--- config.mk ---
export PLATFORM = sky130hd
export DESIGN_NAME = dom_rnd_gen
export DESIGN_NICKNAME = d
export VERILOG_FILES = /design/src/rtl/dom_rnd_gen.sv
export SDC_FILE = /design/constraint.sdc
export NUM_CORES = 1
export LEC_CHECK = 0
export CAP_MARGIN = 20
export CORE_MARGIN = 4
export CORE_UTILIZATION = 40
export CTS_CLUSTER_SIZE = 28
export DETAILED_ROUTE_END_ITERATION = 10
export HOLD_SLACK_MARGIN = 0.03
export PLACE_DENSITY_LB_ADDON = 0.15
export SYNTH_ARGS = -nofsm -noshare
export SYNTH_HDL_FRONTEND = slang
export SYNTH_SLANG_ARGS = --single-unit
--- constraint.sdc ---
create_clock -name ClkxCI -period 4.5 [get_ports ClkxCI]
set_input_delay 1.35 -clock ClkxCI [delete_from_list [all_inputs] [get_ports ClkxCI]]
set_output_delay 1.35 -clock ClkxCI [all_outputs]
set_load 0.01 [all_outputs]
--- src/rtl/dom_rnd_gen.sv ---
// dom_rnd_gen: fresh-randomness source for the DOM-masked multiplier bank.
// K parallel 32-bit Galois LFSR lanes are seeded word by word, warmed up,
// and then released one word per accepted transfer.
//
// Handshakes: a transfer happens at a rising edge where valid and ready are
// both 1. Seed side: SeedReadyxSO is 1 only in SEED; SeedValidxSI outside it
// is ignored, never queued. Random side: RndValidxSO is 1 only in RUN; a word
// is consumed when RndReadyxSI=1, and the next word shows up one cycle later.
// Ready/valid outputs are decoded from registered state only.
module dom_rnd_gen #(
   parameter int SHARES                   = 2,
   parameter int FIRST_ORDER_OPTIMIZATION = 1,
   parameter int NUM_MULT                 = 8,
   parameter int STEPS_PER_CYCLE          = 32,
   parameter int WARMUP_CYCLES            = 4,
   localparam int ZW    = SHARES * (SHARES - 1),
   localparam int BW    = (FIRST_ORDER_OPTIMIZATION == 1 && SHARES == 2) ? 2 : 2 * SHARES,
   localparam int PER   = ZW + BW,
   localparam int RND_W = NUM_MULT * PER
) (
   input  logic             ClkxCI,
   input  logic             RstxRI,
   input  logic [31:0]      SeedxDI,
   input  logic             SeedValidxSI,
   output logic             SeedReadyxSO,
   input  logic             ReseedxSI,
   output logic [RND_W-1:0] RndxDO,
   output logic             RndValidxSO,
   input  logic             RndReadyxSI,
   output logic             BusyxSO
);

   localparam int K   = (RND_W + 31) / 32;
   localparam int LCW = (K > 1) ? $clog2(K) : 1;

   localparam logic [31:0]    POLY    = 32'h8020_0003;
   localparam logic [LCW-1:0] LC_LAST = LCW'(K - 1);
   localparam logic [7:0]     WC_LAST = (WARMUP_CYCLES > 0) ? 8'(WARMUP_CYCLES - 1) : 8'd0;

   typedef enum logic [1:0] {
      SEED   = 2'd0,
      WARMUP = 2'd1,
      RUN    = 2'd2
   } state_t;

   state_t            StatexDP, StatexDN;
   logic [LCW-1:0]    LcxDP, LcxDN;
   logic [7:0]        WcxDP, WcxDN;
   logic [31:0]       LanexDP [K];
   logic [31:0]       LanexDN [K];
   logic [32*K-1:0]   LanesPacked;

   // One advance: STEPS_PER_CYCLE unrolled Galois steps, purely combinational.
   function automatic logic [31:0] lfsrAdvance(input logic [31:0] s);
      logic [31:0] v;
      v = s;
      for (int i = 0; i < STEPS_PER_CYCLE; i++) begin
         v = (v >> 1) ^ (v[0] ? POLY : 32'h0);
      end
      return v;
   endfunction

   // Next-state logic: reseed overrides both seed transfers and consumes.
   always_comb begin
      StatexDN = StatexDP;
      LcxDN    = LcxDP;
      WcxDN    = WcxDP;
      for (int k = 0; k < K; k++) begin
         LanexDN[k] = LanexDP[k];
      end

      if (ReseedxSI) begin
         StatexDN = SEED;
         LcxDN    = '0;
      end else begin
         case (StatexDP)
            SEED: begin
               if (SeedValidxSI) begin
                  // A zero seed is replaced by LC+1 so no lane can lock up at 0.
                  for (int k = 0; k < K; k++) begin
                     if (LcxDP == LCW'(k)) begin
                        LanexDN[k] = (SeedxDI == 32'h0) ? (32'(LcxDP) + 32'd1) : SeedxDI;
                     end
                  end
                  if (LcxDP == LC_LAST) begin
                     LcxDN    = '0;
                     WcxDN    = 8'd0;
                     StatexDN = (WARMUP_CYCLES > 0) ? WARMUP : RUN;
                  end else begin
                     LcxDN = LcxDP + LCW'(1);
                  end
               end
            end
            WARMUP: begin
               for (int k = 0; k < K; k++) begin
                  LanexDN[k] = lfsrAdvance(LanexDP[k]);
               end
               WcxDN = WcxDP + 8'd1;
               if (WcxDP == WC_LAST) begin
                  StatexDN = RUN;
               end
            end
            RUN: begin
               if (RndReadyxSI) begin
                  for (int k = 0; k < K; k++) begin
                     LanexDN[k] = lfsrAdvance(LanexDP[k]);
                  end
               end
            end
            default: begin
               StatexDN = SEED;
               LcxDN    = '0;
            end
         endcase
      end
   end

   // State, counters and lanes. After reset only lane 0 is nonzero so the
   // output reads 1; the other lanes are always overwritten before any advance.
   always_ff @(posedge ClkxCI) begin
      if (RstxRI) begin
         StatexDP <= SEED;
         LcxDP    <= '0;
         WcxDP    <= 8'd0;
         for (int k = 0; k < K; k++) begin
            LanexDP[k] <= (k == 0) ? 32'h0000_0001 : 32'h0;
         end
      end else begin
         StatexDP <= StatexDN;
         LcxDP    <= LcxDN;
         WcxDP    <= WcxDN;
         for (int k = 0; k < K; k++) begin
            LanexDP[k] <= LanexDN[k];
         end
      end
   end

   // Pack lanes with lane 0 in the LSBs; the output comes straight from flops.
   always_comb begin
      for (int k = 0; k < K; k++) begin
         LanesPacked[32*k +: 32] = LanexDP[k];
      end
   end

   assign RndxDO       = LanesPacked[RND_W-1:0];
   assign SeedReadyxSO = (StatexDP == SEED);
   assign RndValidxSO  = (StatexDP == RUN);
   assign BusyxSO      = (StatexDP != RUN);

endmodule

==> flow_summary_export.csv <==
group,metric,value,unit
synth,synth_flop_cell,"dfxtp_1",
critical_path,path_buf_inv,2,
sta,finalCritPeriodShare,72.9,%
synth,avgSynthCellArea,9.63,sq um
cts,cts-hold-fix-buffers,0,
die,rows,34,
final_layout,area_growth,25.5,%
sta,drv_slew,0,
cts,clock_latency,0.31,ns
synth,synth_warnings,0,
cts,clock_path_buffers,2,
critical_path,crit_path_max_fanout,18,
sta,hold_violations,0,
detailed_routing,detail-route-antenna-nets,0,
detailed_routing,drcViolationCount,0,
placement,gp_congestion,0.855,
detailed_routing,wl_per_cell,19.1,um
synth,synth.most_common_cell,"xnor2_1",
die,coreArea,8850,sq um
global_route,antenna_found_initial,0,
pwr,leakage,1.78,nW
global_route,use_met2,30.3,%
detailed_routing,wl,10600,um
pwr,worst_ir_drop_vdd,0.479,mV
flow_run,maxCapViolations,0,
pwr,p_comb_share,78.5,%
synth,synth_nets,424,
detailed_routing,vias,2961,
die,die_y,104,um
pwr,power_switching,1.53,mW
synth,ys_async_sr_fraction,0,%
global_route,grt_use_met1,28.1,%
sta,relSlewSlack,34.7,%
cts,ctsHtreeMaxLevel,2,
worst_hold_path,min_path_type,"reg2reg",
sta,worst_pin_slew,0.975,ns
critical_path,path_class,"in2reg",
sta,tns,0,ns
critical_path,cpMaxStageDelayCell,"or4_1",
sta,postLayoutSetupSlackWorst,1.22,ns
final_layout,n_antenna_cell,0,
final_layout,fin_nets,486,
placement,portBuffers,71,
sta,rsz0062_at_grt,"false",
synth,yosysTopAreaCellShare,22.9,%
synth,synth_enable_flop_cells,0,
status,status,"completed",
critical_path,worstPathArrival,3.47,ns
cts,post_cts_resize_count,0,
pwr,seqPwrFrac,12.7,%
detailed_routing,dr.pass1.iters,4,
critical_path,max_stage_delay,0.80,ns
global_route,grt_use_total,19.8,%
final_layout,stdcell_area,4620,sq um
sta,clock_skew,0.0103,ns
placement,place_area,4470,sq um
cts,post_cts_buffers,0,
critical_path,crit_chain,"clkdlybuf4s50_1 -> nor2_1 -> or4_1 -> buf_4 -> a221oi_1 -> nor3_1",
critical_path,required,4.69,ns
critical_path,crit_path_end_kind,"flop",
cts,root_buffer,"clkbuf_8",
cts,cts_tree,"done",
synth,ys_types,48,
global_route,grt.busiest_layer,"met2",
final_layout,multi_input_area,2720,sq um
critical_path,crit_family,"simple AND/OR/NAND/NOR gates",
die,dieArea,10800,sq um
pwr,swShare,42.0,%
synth,synth_common_cells,"70 x xnor2_1, 43 x nor2_1, 42 x dfxtp_1, 20 x nor3_1, 20 x xor2_1",
final_layout,drive_gt1_share,7.64,%
global_route,grt_remaining_overflow,0,
sta,fin_crit,3.28,ns
detailed_routing,drt_first_iter_violations,143,
pwr,powerDensity,788,nW/um^2
cts,clk_pin_slew,0.09,ns
cts,cts_buffers,5,
synth,seq_area_frac_synth,22.9,%
pwr,p_int,2.11,mW
global_route,grt_pass1_vias,3042,
sta,fmax,305,MHz
placement,preCtsSetupSlack,0.850,ns
synth,synthesis.area,3680,sq um
synth,synth_area_leaders,"dfxtp_1 23%, xnor2_1 17%, xnor3_1 11%, xor2_1 4.8%, nor2_1 4.4%",
synth,syn-instance-count,382,
die,io_pins,72,
pwr,finalPower,3.64,mW
cts,cts.sinks,42,
critical_path,start_kind,"primary input",
final_layout,layout.area.seq,841,sq um
final_layout,n_fill_cell,814,
die,die_x,104,um
pwr,clkPwrFrac,8.7,%
global_route,grt_max_degree,33,
die,start_util,41.6,%
synth,synth-seq-cells,42,
placement,dp_hpwl,8130,um
global_route,grt_first_pass_wirelength,17000,um
sta,setup_viol,0,
detailed_routing,vias_per_cell,5.35,
global_route,use_met3,4.72,%
synth,synth_largest_area_cell,"dfxtp_1",
## cell type report
| class | instances | share of cell area (%) |
|---|---|---|
| sequential | 42 | 18.2 |
| tap | 108 | 2.93 |
| timing repair buffer | 77 | 16.8 |
| inverter | 8 | 0.651 |
| clock buffer | 5 | 1.49 |
| multi-input combinational | 310 | 58.9 |
| clock inverter | 3 | 0.976 |
## path summary, 6_finish.rpt
path	from	end	slack [ns]	cells after the start
setup / recovery	SeedValidxSI	LanexDP[0][9]	1.22	6
hold / removal	LanexDP[0][26]	LanexDP[0][26]	0.51	2
setup reg to reg	LanexDP[0][13]	LanexDP[0][20]	1.29	7
hold reg to reg	LanexDP[0][26]	LanexDP[0][26]	0.51	2
## layer usage
metal,share of wire [%],up-vias
li1,-,1466
met1,47,1395
met2,46,86
met3,5.5,14
met4,1.9,0
met5,0,-
## logic make-up (layout without fill, tap and decap cells)
logic type / Yosys count / after routing / share of synthesized area, %
adders and majority gates: 5 / 5 / 1.70
buffers and inverters: 30 / 93 / 3.37
muxes: 7 / 7 / 1.90
and+or+nand+nor: 107 / 107 / 14.1
DFF: 42 / 42 / 22.9
xor gates and xnor gates: 128 / 128 / 44.0
AOI/OAI and AO/OA: 63 / 63 / 12.1
## metrics by stage
| stage | cells | util, % | hold slack [ns] |
|---|---|---|---|
| finish | 553 | 52.2 | 0.512 |
| floorplan | 382 | - | 0.480 |
| detailed placement | 544 | 50.6 | 0.502 |
| CTS | 552 | 51.9 | 0.514 |
| global placement | 544 | 50.6 | 0.500 |
| global route | 553 | 52.2 | 0.535 |
## worst min-delay path, delay by kind of cell, from the launching register on
kind,cells,cell delay [ns]
AND/OR/NAND/NOR,2,0.14
flip-flops,1,0.33
## layout by cell type, fill, tap and decap left out, drive strengths merged, types with 3 or more instances in the layout
master         count
xor3               7
nor2              43
dfxtp             42
buf                6
o21ai              6
clkdlybuf4s50     71
clkbuf             5
ha                 5
xor2              23
xnor2             78
a2111oi            3
nor4               9
nand4              5
inv                8
nor3              20
a21oi             19
a211oi             9
mux2i              7
a221oi            13
nand3              5
nand2b             3
xnor3             20
nand2             11
## power groups by stage
stage	Combinational, mW	Clock, mW	Sequential [mW]
5_1_grt	3.08	0.339	0.469
2_1_floorplan	2.29	0	0.465
3_5_place_dp	2.85	0	0.472
6_report	2.86	0.318	0.463
3_3_place_gp	2.83	0	0.471
4_1_cts	2.87	0.326	0.463
## sequential cells by signal, summed over array words and instances, names as in the netlist
register,cells
WcxDP,8
LanexDP,32
StatexDP,2
No activity file was read; power rests on OpenSTA's default activity.
